<file path="config.mk">
export PLATFORM = sky130hd
export DESIGN_NAME = button_event_scheduler
export DESIGN_NICKNAME = d
export VERILOG_FILES = /design/src/rtl/button_event_scheduler_pkg.sv /design/src/rtl/button_event_scheduler_timer.sv /design/src/rtl/button_event_scheduler.sv
export SDC_FILE = /design/constraint.sdc
export NUM_CORES = 1
export LEC_CHECK = 0
export BUFFER_PORTS_ARGS = -buffer_cell sky130_fd_sc_hd__buf_2
export CAP_MARGIN = 20
export CORE_ASPECT_RATIO = 1.25
export CORE_UTILIZATION = 31
export DETAILED_ROUTE_END_ITERATION = 8
export PLACE_DENSITY = 0.52
export SKIP_CTS_REPAIR_TIMING = 1
export SLEW_MARGIN = 10
export SYNTH_ARGS = -nofsm -noshare
export SYNTH_HDL_FRONTEND = slang
export SYNTH_SLANG_ARGS = --single-unit
</file>
<file path="constraint.sdc">
create_clock -name CLK -period 3.02 [get_ports CLK]
set_input_delay 0.302 -clock CLK [delete_from_list [all_inputs] [get_ports CLK]]
set_output_delay 0.302 -clock CLK [all_outputs]
set_load 0.1 [all_outputs]
</file>
<file path="src/rtl/button_event_scheduler_pkg.sv">
// Shared constants for the button event scheduler: event kind encoding and
// the width of the button index carried on the event stream.
package button_evt_pkg;

    localparam logic EVT_SHORT = 1'b0;
    localparam logic EVT_LONG  = 1'b1;
    localparam int   EVT_BTN_W = 3;

endpackage

</file>
<file path="src/rtl/button_event_scheduler_timer.sv">
// Per-button press classifier: hold timer, edge detection and a one-deep
// pending event slot with a sticky overrun flag.
module btn_press_timer
    import button_evt_pkg::*;
#(
    parameter int LONG_CYC = 16,
    parameter int CNT_W    = $clog2(LONG_CYC + 1)
) (
    input  logic clk_i,
    input  logic rst_ni,
    input  logic btn_i,
    input  logic grant_i,
    input  logic clr_overrun_i,
    output logic slot_full_o,
    output logic slot_kind_o,
    output logic overrun_o
);

    localparam logic [CNT_W-1:0] LONG_MAX = CNT_W'(LONG_CYC);
    localparam logic [CNT_W-1:0] LONG_M1  = CNT_W'(LONG_CYC - 1);

    logic             prev_q;
    logic [CNT_W-1:0] timer_q, timer_d;
    logic             slot_full_q, slot_full_d;
    logic             slot_kind_q, slot_kind_d;
    logic             overrun_q, overrun_d;
    logic             long_evt, short_evt, new_evt, drop;

    always_comb begin
        long_evt  = btn_i && (timer_q == LONG_M1);
        short_evt = !btn_i && prev_q && (timer_q < LONG_MAX);
        new_evt   = long_evt || short_evt;
        // A slot being drained this cycle can accept the new event.
        drop      = new_evt && slot_full_q && !grant_i;

        timer_d = '0;
        if (btn_i) begin
            timer_d = (timer_q == LONG_MAX) ? timer_q : timer_q + 1'b1;
        end

        slot_full_d = slot_full_q && !grant_i;
        slot_kind_d = slot_kind_q;
        if (new_evt && !drop) begin
            slot_full_d = 1'b1;
            slot_kind_d = long_evt ? EVT_LONG : EVT_SHORT;
        end

        overrun_d = drop ? 1'b1 : (clr_overrun_i ? 1'b0 : overrun_q);
    end

    always_ff @(posedge clk_i or negedge rst_ni) begin
        if (!rst_ni) begin
            prev_q      <= 1'b0;
            timer_q     <= '0;
            slot_full_q <= 1'b0;
            slot_kind_q <= EVT_SHORT;
            overrun_q   <= 1'b0;
        end else begin
            prev_q      <= btn_i;
            timer_q     <= timer_d;
            slot_full_q <= slot_full_d;
            slot_kind_q <= slot_kind_d;
            overrun_q   <= overrun_d;
        end
    end

    assign slot_full_o = slot_full_q;
    assign slot_kind_o = slot_kind_q;
    assign overrun_o   = overrun_q;

endmodule

</file>
<file path="src/rtl/button_event_scheduler.sv">
// Collects SHORT/LONG press events from all buttons and serialises them onto
// one valid/ready stream using a round-robin grant over the pending slots.
module button_event_scheduler
    import button_evt_pkg::*;
#(
    parameter int NBTN     = 4,
    parameter int LONG_CYC = 12_000_000
) (
    input  logic                 CLK,
    input  logic                 RST_N,
    input  logic [NBTN-1:0]      btn_state,
    output logic                 evt_valid,
    input  logic                 evt_ready,
    output logic [EVT_BTN_W-1:0] evt_btn,
    output logic                 evt_kind,
    output logic [NBTN-1:0]      overrun,
    input  logic                 clr_overrun
);

    localparam int CNT_W = $clog2(LONG_CYC + 1);
    localparam int PTR_W = $clog2(NBTN);

    logic [NBTN-1:0]      slot_full, slot_kind, grant_vec;
    logic [PTR_W-1:0]     rr_q, rr_d, grant_idx;
    logic                 any_full, load;
    logic                 evt_valid_q, evt_valid_d;
    logic [EVT_BTN_W-1:0] evt_btn_q, evt_btn_d;
    logic                 evt_kind_q, evt_kind_d;

    for (genvar i = 0; i < NBTN; i++) begin : g_btn
        btn_press_timer #(
            .LONG_CYC(LONG_CYC),
            .CNT_W   (CNT_W)
        ) u_timer (
            .clk_i        (CLK),
            .rst_ni       (RST_N),
            .btn_i        (btn_state[i]),
            .grant_i      (grant_vec[i]),
            .clr_overrun_i(clr_overrun),
            .slot_full_o  (slot_full[i]),
            .slot_kind_o  (slot_kind[i]),
            .overrun_o    (overrun[i])
        );
    end

    // First full slot at or above the pointer, wrapping past the top button.
    always_comb begin
        int               idx;
        logic [PTR_W-1:0] cand;
        any_full  = 1'b0;
        grant_idx = '0;
        for (int k = 0; k < NBTN; k++) begin
            idx  = (int'(rr_q) + k) % NBTN;
            cand = PTR_W'(idx);
            if (!any_full && slot_full[cand]) begin
                any_full  = 1'b1;
                grant_idx = cand;
            end
        end
    end

    always_comb begin
        load        = (!evt_valid_q || evt_ready) && any_full;
        grant_vec   = load ? (NBTN'(1) << grant_idx) : '0;
        evt_valid_d = evt_valid_q;
        evt_btn_d   = evt_btn_q;
        evt_kind_d  = evt_kind_q;
        rr_d        = rr_q;
        if (load) begin
            evt_valid_d = 1'b1;
            evt_btn_d   = EVT_BTN_W'(grant_idx);
            evt_kind_d  = slot_kind[grant_idx];
            rr_d        = (grant_idx == PTR_W'(NBTN - 1)) ? '0 : grant_idx + 1'b1;
        end else if (evt_ready) begin
            evt_valid_d = 1'b0;
        end
    end

    always_ff @(posedge CLK or negedge RST_N) begin
        if (!RST_N) begin
            evt_valid_q <= 1'b0;
            evt_btn_q   <= '0;
            evt_kind_q  <= EVT_SHORT;
            rr_q        <= '0;
        end else begin
            evt_valid_q <= evt_valid_d;
            evt_btn_q   <= evt_btn_d;
            evt_kind_q  <= evt_kind_d;
            rr_q        <= rr_d;
        end
    end

    assign evt_valid = evt_valid_q;
    assign evt_btn   = evt_btn_q;
    assign evt_kind  = evt_kind_q;

endmodule
</file>
Yosys cells after proc, flatten, opt, wreduce, memory -nomap -nowiden
Cells that the tools add are included.
{"block": "op_classes", "mux": 43, "order_cmp": 9, "n_addsub": 8, "reduce_logical": 58, "n_shift": 1, "eq_ne": 13}
{"operator": "24-bit == test, second input constant", "count": 8}
{"operator": "24-bit two-way mux", "count": 8}
{"operator": "24-bit by 1-bit adder with 24-bit output, second input constant", "count": 4}
{"operator": "24-bit < comparator, second input constant", "count": 4}
{"operator": "1-bit logical AND", "count": 32}
{"operator": "1-bit two-way mux", "count": 24}
{"operator": "1-bit zero test", "count": 16}
{"operator": "2-bit by 3-bit < comparator with 1-bit output, second input constant", "count": 5}
{"operator": "1-bit binary-select mux with 2-bit select", "count": 5}
{"operator": "2-bit two-way mux", "count": 5}
{"operator": "2-bit nonzero test", "count": 5}
{"operator": "2-bit != test, second input constant", "count": 4}
{"operator": "1-bit logical OR", "count": 5}
{"operator": "2-bit by 1-bit adder with 2-bit output, second input constant", "count": 2}
{"operator": "2-bit adder, second input constant", "count": 2}
{"operator": "4-bit two-way mux", "count": 1}
{"operator": "1-bit by 2-bit << shifter with 4-bit output, first input constant", "count": 1}
{"operator": "2-bit == test, second input constant", "count": 1}
{"block": "totals", "inputBits": 8, "output_inout_bits": 9, "elab_cells": 156, "reg_bits": 118}

Depth between registers and ports, before layout
{"block": "depth", "word_depth": 19, "mapped_depth": 9, "mapped_depth_nobuf": 8}

Modules after synthesis
A second synthesis with hierarchy kept.
{"block": "hier_totals", "cells_unflattened": 703, "hier_area_um2": 6540.0}
{"mod": "btn_press_timer", "cells_each": 164, "instances": 4, "area_per_inst_um2": 1525.2, "seq_area_each_um2": 700.7}
{"mod": "button_event_scheduler", "cells_each": 47, "instances": 1, "area_per_inst_um2": 439.2, "seq_area_each_um2": 150.1}

Worst setup path before layout
No wires, ideal clock.
{"block": "synth_path", "path_type": "reg-to-reg", "from": "register evt_valid_q, in the netlist evt_valid", "to": "register g_btn[2].u_timer.slot_kind_q", "required_ps": 2954, "synth_period_minus_slack_ps": 1978, "path_buffers": 0, "setup_ps": 66, "arrival_time_ps": 1912, "setup_slack_ps": 1042, "stages_incl_launch_ff": 5, "cell_sequence": "dfrtp_1 > a21oi_2 > a21boi_0 > or4_1 > nand2_1"}
{"block": "synth_via", "elab_chain_len": 8}
{"element": "start: declaration", "line_no": "button_event_scheduler.sv:26", "source": "logic evt_valid_q, evt_valid_d;"}
{"element": "start signal: assignment", "line_no": "button_event_scheduler.sv:86", "source": "evt_valid_q <= evt_valid_d;"}
{"element": "1-bit zero test", "line_no": "button_event_scheduler.sv:63", "source": "load = (!evt_valid_q || evt_ready) && any_full;"}
{"element": "1-bit logical OR", "line_no": "button_event_scheduler.sv:63"}
{"element": "1-bit logical AND", "line_no": "button_event_scheduler.sv:63"}
{"element": "4-bit two-way mux", "line_no": "button_event_scheduler.sv:64", "source": "grant_vec = load ? (NBTN'(1) << grant_idx) : '0;"}
{"element": "1-bit zero test", "line_no": "button_event_scheduler_timer.sv:34", "source": "drop = new_evt && slot_full_q && !grant_i;"}
{"element": "1-bit logical AND", "line_no": "button_event_scheduler_timer.sv:34"}
{"element": "1-bit zero test", "line_no": "button_event_scheduler_timer.sv:43", "source": "if (new_evt && !drop) begin"}
{"element": "1-bit logical AND", "line_no": "button_event_scheduler_timer.sv:43"}
{"element": "end signal: assignment", "line_no": "button_event_scheduler_timer.sv:62", "source": "slot_kind_q <= slot_kind_d;"}
{"element": "end: declaration", "line_no": "button_event_scheduler_timer.sv:25", "source": "logic slot_kind_q, slot_kind_d;"}
Every way passes these cells.
A chain may end at the register's enable or synchronous reset.

Worst setup path after layout
{"block": "layout_path", "from": "register g_btn[0].u_timer.slot_full_q", "to": "register g_btn[2].u_timer.slot_kind_q"}
{"block": "layout_via", "elab_chain_len": 18, "elab_cells_between_ends": 29, "classes_between": "shift (1); mux (17); reduce/logical (11)"}
{"element": "start: declaration", "line_no": "button_event_scheduler_timer.sv:24", "source": "logic slot_full_q, slot_full_d;"}
{"element": "start signal: assignment", "line_no": "button_event_scheduler_timer.sv:61", "source": "slot_full_q <= slot_full_d;"}
{"element": "1-bit binary-select mux with 2-bit select", "line_no": "button_event_scheduler.sv:55", "source": "if (!any_full && slot_full[cand]) begin"}
{"element": "1-bit two-way mux (not written as such)", "line_no": "button_event_scheduler.sv:55"}
{"element": "1-bit two-way mux", "line_no": "button_event_scheduler.sv:55"}
{"element": "1-bit zero test", "line_no": "button_event_scheduler.sv:55"}
{"element": "1-bit logical AND", "line_no": "button_event_scheduler.sv:55"}
{"element": "1-bit two-way mux", "line_no": "button_event_scheduler.sv:55"}
{"element": "1-bit zero test", "line_no": "button_event_scheduler.sv:55"}
{"element": "1-bit logical AND", "line_no": "button_event_scheduler.sv:55"}
{"element": "[3 not listed]"}
{"element": "2-bit two-way mux *", "line_no": "button_event_scheduler.sv:55"}
{"element": "net grant_idx[0]", "line_no": "button_event_scheduler.sv:24", "source": "logic [PTR_W-1:0] rr_q, rr_d, grant_idx;"}
{"element": "1-bit by 2-bit << shifter with 4-bit output *", "line_no": "button_event_scheduler.sv:64"}
{"element": "4-bit two-way mux *", "line_no": "button_event_scheduler.sv:64"}
{"element": "1-bit zero test *", "line_no": "button_event_scheduler_timer.sv:34"}
{"element": "1-bit logical AND *", "line_no": "button_event_scheduler_timer.sv:34"}
{"element": "1-bit zero test *", "line_no": "button_event_scheduler_timer.sv:43"}
{"element": "1-bit logical AND *", "line_no": "button_event_scheduler_timer.sv:43"}
Mark *: on every way through the listed nets, which the timed path passes. The rest lies on a longest branch. The select of a mux whose other input is x is not followed.

==> summary.md <==
| Metric | Value |
|---|---|
| Clock slew at reported path FFs | `50 ps` |
| Psw | `1.29 mW` |
| Ys async rst share | `100%` |
| Post-layout utilization of the core | `36.2%` |
| Status | `finished, final reports clean` |
| # DRC | `0` |
| Commonest register cell after synthesis | `dfrtp_1` |
| Total GRT Usage | `13.3%` |
| Mapped Area | `6470 um^2` |
| Standard-cell rows | `58` |
| Hpwl dp | `8880 um` |
| Initial antenna violation count | `0` |
| Total negative slack | `0 ps` |
| Initial core utilization | `31.8%` |
| Worst Path Required | `3320 ps` |
| Nature of the critical path startpoint | `flip-flop` |
| Syn-to-layout area delta | `13.7%` |
| Cells after DPL | `929` |
| CTS root buf | `clkbuf_16` |
| Die height | `164 um` |
| Max-cap viol count | `0` |
| Worst-path maximum fanout | `6` |
| Worst-Skew Late Latency | `410 ps` |
| Count of cell types in the netlist | `57` |
| Final Max Tran Viols | `0` |
| Post-synth top area cell | `dfrtp_1` |
| Seq/Total Area, Yosys | `45.6%` |
| Clock Tree Buf Depth | `2` |
| Type of the tightest min-delay check | `primary input to flip-flop` |
| Worst slew pin tran | `659 ps` |
| Inserted Diodes | `0` |
| Fin. Hold Viols | `0` |
| Core area | `20300 um^2` |
| Synth warnings | `0` |
| Global-route wire length before repair | `22800 um` |
| Fmax | `479 MHz` |
| Syn nets | `682` |
| Clock Skews | `6.03 ps` |
| Post-synth EDFFs | `0` |
| Clock network power share | `42.5%` |
| Share of layout cells above drive strength 1 | `8.85%` |
| Seq cells post-synth | `118` |
| Crit Path Class | `flip-flop to flip-flop` |
| Minimum clock period | `2090 ps` |
| Routed wire length per instance | `13.5 um` |
| Die width | `131 um` |
| Hold_ws | `164 ps` |
| Sink Count | `118` |
| Rel. slew slack | `55.6%` |
| Unrepaired setup endpoints after global routing | `false` |
| Largest net degree at the start of global routing | `57` |
| PortBufs | `15` |
| Vias/cell | `4.87` |
| Ports | `17` |
| CTS tree | `yes` |
| Post-Syn Instances | `662` |
| H-tree depth | `4` |
| Ranking of synthesized cells by area | `dfrtp_1 (46%), and2_1 (8.0%), xnor2_1 (5.4%)` |
| Pre-CTS WS | `958 ps` |
| Drt first pass iters | `4` |
| DR iter-0 viols | `185` |
| CTS Buf Count | `17` |
| FILL cells | `2054` |
| Cell Count, Final, Fillers Out | `959` |
| Internal power | `3.05 mW` |
| Setup WS post-layout | `932 ps` |
| Remaining antenna violation count | `0` |
| Mean post-synth cell area | `9.77 um^2` |
| Most frequent cells in the layout | `dfrtp_1 (118), and2_1 (83), nand2_1 (63)` |
| Worst setup EP type | `flip-flop` |
| Number of global-route vias before repair | `4772` |
| Crit path DAT | `2390 ps` |
| Final setup violation count | `0` |
| Combinational share of power | `16.9%` |
| Grt ovf | `0` |
| Post-DP Area | `6810 um^2` |
| Share of Yosys cell area claimed by the top area cell type | `45.6%` |
| Placer Congestion | `0.818` |
| Commonest non-fill, non-tap cell in the layout | `dfrtp_1` |
| Fin nets | `699` |
| Die ar. | `21500 um^2` |
| Fin area | `7350 um^2` |
| Via count | `4668` |
| Total Wirelength | `12900 um` |
| Sequential Power Share | `40.6%` |
| Post-route clock period utilization | `69.1%` |
| Power Total | `4.33 mW` |
| Peak supply drop | `0.391 mV` |
| Switching Share | `29.7%` |
| Pwr Density | `589 nW/um^2` |
| Leak | `3.29 nW` |
worst paths after layout:
check / slack, ps / depth (start not counted) / start / end
setup reg to reg: 930 / 8 / g_btn[0].u_timer.slot_full_o / g_btn[2].u_timer.slot_kind_o
min in group asynchronous: 460 / 2 / RST_N / g_btn[0].u_timer.timer_q[14]
hold / removal: 160 / 4 / evt_ready / evt_valid
setup / recovery: 930 / 8 / g_btn[0].u_timer.slot_full_o / g_btn[2].u_timer.slot_kind_o
max in group asynchronous: 1560 / 4 / RST_N / g_btn[2].u_timer.timer_q[22]
hold reg to reg: 490 / 1 / g_btn[1].u_timer.slot_kind_o / g_btn[1].u_timer.slot_kind_o
synthesized netlist by cell type (all sizes together) (3+ instances only):
library cell	n
a21boi	15
a21o	3
a21oi	9
a31oi	3
and2	83
and3	16
and4	8
and4b	3
buf	9
clkbuf	11
dfrtp	118
ha	12
inv	30
mux2i	4
nand2	63
nand2b	5
nand3	26
nand4	21
nor2	11
nor2b	14
nor3	26
nor3b	4
nor4	22
o21a	7
o21ai	22
o22ai	4
or3	17
xnor2	40
xor2	35
sequential cells by signal (all words and copies together) (netlist names):
register / cells
g_btn.u_timer.timer_q: 96
g_btn.u_timer.overrun_o: 4
g_btn.u_timer.prev_q: 4
g_btn.u_timer.slot_full_o: 4
g_btn.u_timer.slot_kind_o: 4
evt_btn: 2
rr_q: 2
evt_kind: 1
evt_valid: 1
critical path: stages, from the launching register on:
cell	delay, ps
dfrtp_1	430
nor2b_1	160
o21a_1	200
nor3_1	410
inv_1	130
ha_1	230
a21boi_0	210
or4_1	160
nand2_1	50
area by class of cell:
| class | count | area, um^2 | share of cell area, % |
|---|---|---|---|
| clock inverter | 5 | 50.0 | 0.681 |
| tap | 270 | 338 | 4.59 |
| inverter | 30 | 113 | 1.53 |
| multi-input combinational | 494 | 3300 | 44.9 |
| timing repair buffer | 18 | 115 | 1.57 |
| clock buffer | 24 | 482 | 6.55 |
| sequential | 118 | 2950 | 40.1 |
power groups by stage:
stage | Clock, mW | Combinational [mW] | Sequential [mW]
finish | 1.84 | 0.732 | 1.76
global route | 1.96 | 0.811 | 1.77
CTS | 1.90 | 0.745 | 1.76
detailed placement | 0 | 0.742 | 1.78
global placement | 0 | 0.729 | 1.78
floorplan | 0 | 0.508 | 1.86
cells by family after synthesis:
| kind of cell | share of synthesized area [%] |
|---|---|
| compound gates | 7.27 |
| xor+xnor | 10.2 |
| fa+ha+maj | 2.32 |
| buf+inv | 3.29 |
| flops | 45.6 |
| mux | 0.793 |
| other cells | 0.0580 |
| simple gates | 30.5 |
metal layers:
| layer | vias to the layer above | GRT usage (%) | share of wire (%) |
|---|---|---|---|
| met5 | - | 0 | 0 |
| met4 | 0 | 4.81 | 1.5 |
| met3 | 15 | 4.03 | 2.9 |
| met2 | 35 | 23.3 | 50 |
| met1 | 2297 | 15.3 | 46 |
| li1 | 2321 | - | - |
(Power assumes the default switching activity.)
